<file path="src/rtl/mem_arbiter.sv">
`default_nettype none
// ----------------------------------------------------------------------------
// mem_arbiter: IF/DM arbiter onto one memory port, DM priority, with timeout
// Rev 1.0
// ----------------------------------------------------------------------------
module mem_arbiter #(
  parameter int ADDR_W  = 32,
  parameter int DATA_W  = 32,
  parameter int TIMEOUT = 255
) (
  input  logic              clk,
  input  logic              rst,

  input  logic              if_req,
  input  logic [ADDR_W-1:0] if_addr,
  output logic              if_ack,
  output logic [DATA_W-1:0] if_rdata,

  input  logic              dm_req,
  input  logic              dm_wen,
  input  logic [ADDR_W-1:0] dm_addr,
  input  logic [DATA_W-1:0] dm_wdata,
  output logic              dm_ack,
  output logic [DATA_W-1:0] dm_rdata,

  output logic              mem_cs,
  output logic              mem_we,
  output logic [ADDR_W-1:0] mem_addr,
  output logic [DATA_W-1:0] mem_wdata,
  input  logic [DATA_W-1:0] mem_rdata,
  input  logic              mem_ack,

  output logic              if_stall,
  output logic              dm_stall,
  output logic              bus_err
);

  localparam logic [1:0] C_IDLE     = 2'd0;
  localparam logic [1:0] C_SERVE_IF = 2'd1;
  localparam logic [1:0] C_SERVE_DM = 2'd2;

  localparam logic [7:0] C_TIMEOUT  = 8'(TIMEOUT);

  logic [1:0]        state_q,    state_d;
  logic [7:0]        cnt_q,      cnt_d;
  logic [ADDR_W-1:0] addr_q,     addr_d;
  logic [DATA_W-1:0] wdata_q,    wdata_d;
  logic              we_q,       we_d;
  logic              if_ack_q,   if_ack_d;
  logic              dm_ack_q,   dm_ack_d;
  logic [DATA_W-1:0] if_rdata_q, if_rdata_d;
  logic [DATA_W-1:0] dm_rdata_q, dm_rdata_d;
  logic              bus_err_q,  bus_err_d;

  logic [7:0]        w_cnt_inc;
  logic              w_serve_dm;

  assign w_cnt_inc  = cnt_q + 8'd1;
  assign w_serve_dm = (state_q == C_SERVE_DM);

  always_comb begin
    state_d    = state_q;
    cnt_d      = cnt_q;
    addr_d     = addr_q;
    wdata_d    = wdata_q;
    we_d       = we_q;
    if_rdata_d = if_rdata_q;
    dm_rdata_d = dm_rdata_q;
    if_ack_d   = 1'b0;
    dm_ack_d   = 1'b0;
    bus_err_d  = 1'b0;

    case (state_q)
      C_IDLE: begin
        // A requester still seeing its ack is finishing, not asking again.
        if (dm_req && !dm_ack_q) begin
          state_d = C_SERVE_DM;
          addr_d  = dm_addr;
          wdata_d = dm_wdata;
          we_d    = dm_wen;
          cnt_d   = 8'd0;
        end else if (if_req && !if_ack_q) begin
          state_d = C_SERVE_IF;
          addr_d  = if_addr;
          wdata_d = '0;
          we_d    = 1'b0;
          cnt_d   = 8'd0;
        end
      end

      C_SERVE_IF, C_SERVE_DM: begin
        if (mem_ack) begin
          state_d = C_IDLE;
          if (w_serve_dm) begin
            dm_ack_d   = 1'b1;
            dm_rdata_d = mem_rdata;
          end else begin
            if_ack_d   = 1'b1;
            if_rdata_d = mem_rdata;
          end
        end else if (w_cnt_inc == C_TIMEOUT) begin
          // Release the requester with zero data and flag the error.
          state_d   = C_IDLE;
          cnt_d     = w_cnt_inc;
          bus_err_d = 1'b1;
          if (w_serve_dm) begin
            dm_ack_d   = 1'b1;
            dm_rdata_d = '0;
          end else begin
            if_ack_d   = 1'b1;
            if_rdata_d = '0;
          end
        end else begin
          cnt_d = w_cnt_inc;
        end
      end

      default: state_d = C_IDLE;
    endcase
  end

  always_ff @(posedge clk) begin
    if (rst) begin
      state_q    <= C_IDLE;
      cnt_q      <= 8'd0;
      addr_q     <= '0;
      wdata_q    <= '0;
      we_q       <= 1'b0;
      if_ack_q   <= 1'b0;
      dm_ack_q   <= 1'b0;
      if_rdata_q <= '0;
      dm_rdata_q <= '0;
      bus_err_q  <= 1'b0;
    end else begin
      state_q    <= state_d;
      cnt_q      <= cnt_d;
      addr_q     <= addr_d;
      wdata_q    <= wdata_d;
      we_q       <= we_d;
      if_ack_q   <= if_ack_d;
      dm_ack_q   <= dm_ack_d;
      if_rdata_q <= if_rdata_d;
      dm_rdata_q <= dm_rdata_d;
      bus_err_q  <= bus_err_d;
    end
  end

  assign mem_cs    = (state_q != C_IDLE);
  assign mem_we    = we_q & mem_cs;
  assign mem_addr  = addr_q;
  assign mem_wdata = wdata_q;

  assign if_ack    = if_ack_q;
  assign dm_ack    = dm_ack_q;
  assign if_rdata  = if_rdata_q;
  assign dm_rdata  = dm_rdata_q;
  assign bus_err   = bus_err_q;

  assign if_stall  = if_req & ~if_ack_q;
  assign dm_stall  = dm_req & ~dm_ack_q;

endmodule
`default_nettype wire

</file>
<file path="config.mk">
export PLATFORM = sky130hd
export DESIGN_NAME = mem_arbiter
export DESIGN_NICKNAME = d
export VERILOG_FILES = /design/src/rtl/mem_arbiter.sv
export SDC_FILE = /design/constraint.sdc
export NUM_CORES = 1
export LEC_CHECK = 0
export BUFFER_PORTS_ARGS = -buffer_cell sky130_fd_sc_hd__clkbuf_2
export CORE_MARGIN = 3
export CORE_UTILIZATION = 43
export CTS_CLUSTER_DIAMETER = 80
export DETAILED_ROUTE_END_ITERATION = 6
export PLACE_DENSITY_LB_ADDON = 0.15
export SLEW_MARGIN = 20
export SYNTH_ARGS = -nofsm -noshare
export SYNTH_HDL_FRONTEND = slang
export SYNTH_SLANG_ARGS = --single-unit
export TNS_END_PERCENT = 50
</file>
<file path="constraint.sdc">
create_clock -name clk -period 6.9 [get_ports clk]
set_clock_uncertainty 0.2 [all_clocks]
set_input_delay 1.035 -clock clk [delete_from_list [all_inputs] [get_ports clk]]
set_output_delay 1.035 -clock clk [all_outputs]
set_load 0.02 [all_outputs]
</file>
# After elaboration in Yosys (flattened, before gate mapping)
# Index checks and enable logic that the tools add are counted.
op_classes:
  n_addsub: 1
  mul: 0
  n_div: 0
  order_cmp: 0
  n_eq_ne: 6
  shift: 0
  n_mux: 30
  bitwise: 7
  n_reduce_logical: 17
op_table:
  columns: ["operator", "n"]
  rows:
  - ["two-way mux 32 bit", 12]
  - ["two-way mux 8 bit", 3]
  - ["one-hot mux 8 bit (2 select lines)", 1]
  - ["two-way mux 1 bit", 9]
  - ["AND reduction 3 bit", 3]
  - ["adder 8 x 1 -> 8 bit (second input constant)", 1]
  - ["== test 8 bit (second input constant)", 1]
  - ["two-way mux 2 bit", 4]
  - ["nonzero test 2 bit", 4]
  - ["inequality test 3 bit (second input constant)", 2]
  - ["NOT 1 bit", 4]
  - ["one-hot mux 2 bit (2 select lines)", 1]
  - ["AND reduction 2 bit", 2]
  - ["OR reduction 2 bit", 2]
  - ["bitwise AND 1 bit", 3]
  - ["OR reduction 3 bit", 1]
  - ["== test 2 x 1 -> 1 bit (second input constant)", 1]
  - ["== test 2 bit (second input constant)", 1]
  - ["logical AND 1 bit", 2]
  - ["zero test 1 bit", 2]
  - ["zero test 2 bit", 1]
  - ["inequality test 2 bit (second input constant)", 1]
totals:
  ff_bits: 142
  latch_bits: 0
  ram_bits: 0
  rom_bits: 0
  inputBits: 134
  output_inout_bits: 135
  n_memories: 0

# Longest topological paths before layout
logic_depth:
  depth_word: 5
  mapped_depth: 8
  depth_no_buf: 7

# Worst setup path before layout
# Ideal clock, no wire load.
synth_timing:
  kind: "input port to output port"
  start: "input port dm_req"
  end: "output port dm_stall"
  arrival_time_ns: 1.898
  required_ns: 5.665
  setup_slack_ns: 3.767
  stages: 4
  n_path_buf: 2
  path_cell_list: "nand2b_1 -> clkbuf_1 -> clkinv_1 -> clkbuf_1"
synth_between:
  elab_chain_cells: 1
synth_rtl:
  columns: ["element", "line_no", "text"]
  rows:
  - ["from (decl)", "19", "input logic dm_req,"]
  - ["bitwise AND 1 bit", "160", "assign dm_stall = dm_req & ~dm_ack_q;"]
  - ["to (decl)", "34", "output logic dm_stall,"]
# No other way between the ends.

# Worst setup path in the final report
# Same ends and word-level chain as after synthesis.

==> flow_summary_export.csv <==
group,metric,value,unit
drt,antenna_left,0,
sta,setup_viol_count_final,0,
worst_hold_path,hold_path.class,"flop to flop",
clocking,clkSinkCount,142,
global_routing,grt_start_max_net_pins,80,
sta,rsz0062_at_grt,"no",
critical_path,crit_required,5.66,ns
drt,routed_wl,16600,microns
yosys,synth_seq_area_share,48.9,%
pwr,leakage,3.95,nW
sta,fin_ws,2.76,ns
job,max_cap_viol_count,0,
clocking,hold_buffers,0,
floorplan,row_count,41,
sta,relSlewSlack,26.6,%
layout,syn2layout_area_growth,34.3,%
drt,drt-wirelength-per-cell,15.9,microns
placement,dp_hpwl,11900,microns
yosys,ys_async_sr_fraction,0,%
global_routing,grt_pass1_vias,5427,
critical_path,max_stage_delay,0.91,ns
sta,period_needed,4.14,ns
layout,final_cell_mix,"268 x clkbuf_2, 142 x dfxtp_1, 77 x nor2_1",
pwr,vdd_drop_max,171,uV
drt,firstDrtPassIters,4,
sta,maxSlewViolCount,0,
drt,via_per_inst,5.10,
yosys,ys_warn_count,0,
clocking,cts_tree,"yes",
critical_path,endpoint_kind,"output port",
yosys,ys.flop_type,"dfxtp_1",
critical_path,crit_type,"input pin to output port",
global_routing,grt_usage,22.3,%
clocking,ctsHtreeMaxLevel,4,
sta,hold_violations,0,
drt,drc,0,
drt,drtIter0Drc,238,
layout,final_util,60.4,%
clocking,clockBufferDepth,2,
critical_path,path_common_cell,"clkbuf_2",
yosys,synth_top_family_by_area,"simple AND/OR/NAND/NOR gates",
floorplan,coreArea,12900,sq um
yosys,syn_area,5820,sq um
clocking,post-cts-setup-buffer-count,0,
sta,worst_slew_pin_slew,1.10,ns
floorplan,initial_core_util,45.0,%
yosys,synth-xor-area-share,0,%
yosys,synthMuxAreaShare,11.0,%
yosys,synth_nets,747,
critical_path,crit_fanout,39,
sta,post-route-period-util,60.0,%
yosys,ys_types,46,
critical_path,startpoint_type,"input pin",
global_routing,grt_antenna_before_repair,0,
critical_path,path_buf_inv,4,
floorplan,die-area,15000,sq um
clocking,cts-resized-gates,0,
floorplan,fp.dieW,122,microns
yosys,synthCells,609,
layout,fin_nets,997,
sta,final.setup.tns,0,ns
clocking,clock_latency,0.41,ns
layout,final_common_cell,"clkbuf_2",
layout,drive_gt1_share,43.9,%
yosys,synthSimpleGateAreaFrac,20.1,%
placement,place_ws,2.73,ns
placement,place_congestion,0.841,
pwr,p_total,2.24,mW
critical_path,worstPathCellList,"clkbuf_2 > nand2b_1 > buf_4 > clkinv_1 > clkbuf_2",
global_routing,grt_pass1_wl,26300,microns
layout,diodes,0,
sta,fmaxAchievable,241,MHz
drt,vias,5328,
yosys,synth_fa_ha_area_share,0.861,%
critical_path,path_delay_family,"buffers and inverters",
clocking,cts_buffers,17,
yosys,ys_ff_latch,142,
pwr,power_per_cell_area,287,nW/um^2
floorplan,die_y,122,microns
yosys,synth-compound-area-share,14.5,%
floorplan,ios,269,
yosys,synth_edf_count,0,
critical_path,crit_slowest_cell,"clkinv_1",
outcome,status,"complete, no violations",
clocking,cts.clk_slew.worst_paths,0.06,ns
global_routing,overflow,0,
critical_path,arrival,2.91,ns
placement,port_buffers,268,
yosys,postSynthAreaPerCell,9.55,sq um
clocking,clock-root-buffer,"clkbuf_16",
## per-layer routing
metal	wire (microns)	track usage, %	vias up	part of all wire, %
met5	0	0	-	0
met3	1540	8.16	28	9.3
met2	8190	38.6	214	49
li1	-	-	2610	-
met4	373	9.66	0	2.3
met1	6470	24.4	2476	39
## state kept, by name (all words and copies together) (netlist names)
register and flops:
dm_rdata 32, if_rdata 32, mem_addr 32, mem_wdata 32, cnt_q 8, state_q 2
bus_err 1, dm_ack 1, if_ack 1, we_q 1
## area by class of cell
cell class / instances / area (sq um)
Clock buffer: 23 / 488
Clock inverter: 9 / 109
Fill cell: 1176 / 5120
Inverter: 9 / 33.8
Multi-Input combinational cell: 414 / 2730
Sequential cell: 142 / 2840
Tap cell: 172 / 215
Timing Repair Buffer: 275 / 1390
## synth_stat cells, types with 3 or more instances
master	n	area, sq um
dfxtp_1	142	2840
nor2_1	78	293
nand2_1	76	285
mux2i_1	64	641
nor2_2	60	375
a22oi_1	33	248
clkbuf_1	33	124
a311oi_1	32	280
a21oi_1	10	50.1
inv_1	8	30.0
o21ai_0	8	40.0
buf_6	7	78.8
nor3_1	5	25.0
ha_1	4	50.1
nand3_1	4	20.0
nand2b_1	3	18.8
nor3_2	3	30.0
or3_1	3	18.8
## per-stage QoR
stage | std cells | hold WS [ns] | area [sq um]
CTS | 1044 | 0.299 | 7810
global placement | 1012 | 0.274 | 7210
detailed placement | 1012 | 0.287 | 7210
finish | 1044 | 0.296 | 7810
global route | 1044 | 0.324 | 7810
floorplan | 609 | 0.258 | 5820
## final timing paths
path | startpoint | endpoint | slack, ns | cells past startpoint
min | dm_rdata[0] | dm_rdata[0] | 0.30 | 2
min reg2reg | dm_rdata[0] | dm_rdata[0] | 0.30 | 2
max reg2reg | cnt_q[0] | dm_rdata[31] | 4.04 | 7
max | dm_req | dm_stall | 2.76 | 5
## tightest hold or removal path, stage by stage (launching register included)
cell	delay, ns
dfxtp_1	0.33
mux2i_1	0.07
nor2_1	0.07
## cell families after synthesis
kind of cell | count (synthesis)
compound gates | 101
mux | 64
flops | 142
fa+ha+maj | 4
buf+inv | 53
simple gates | 245
## where the power goes
part,switching [mW],internal [mW]
Clock,0.338,0.569
Combinational,0.269,0.149
Sequential,0.0343,0.884
Total,0.641,1.60
No activity file was read; power rests on OpenSTA's default activity.
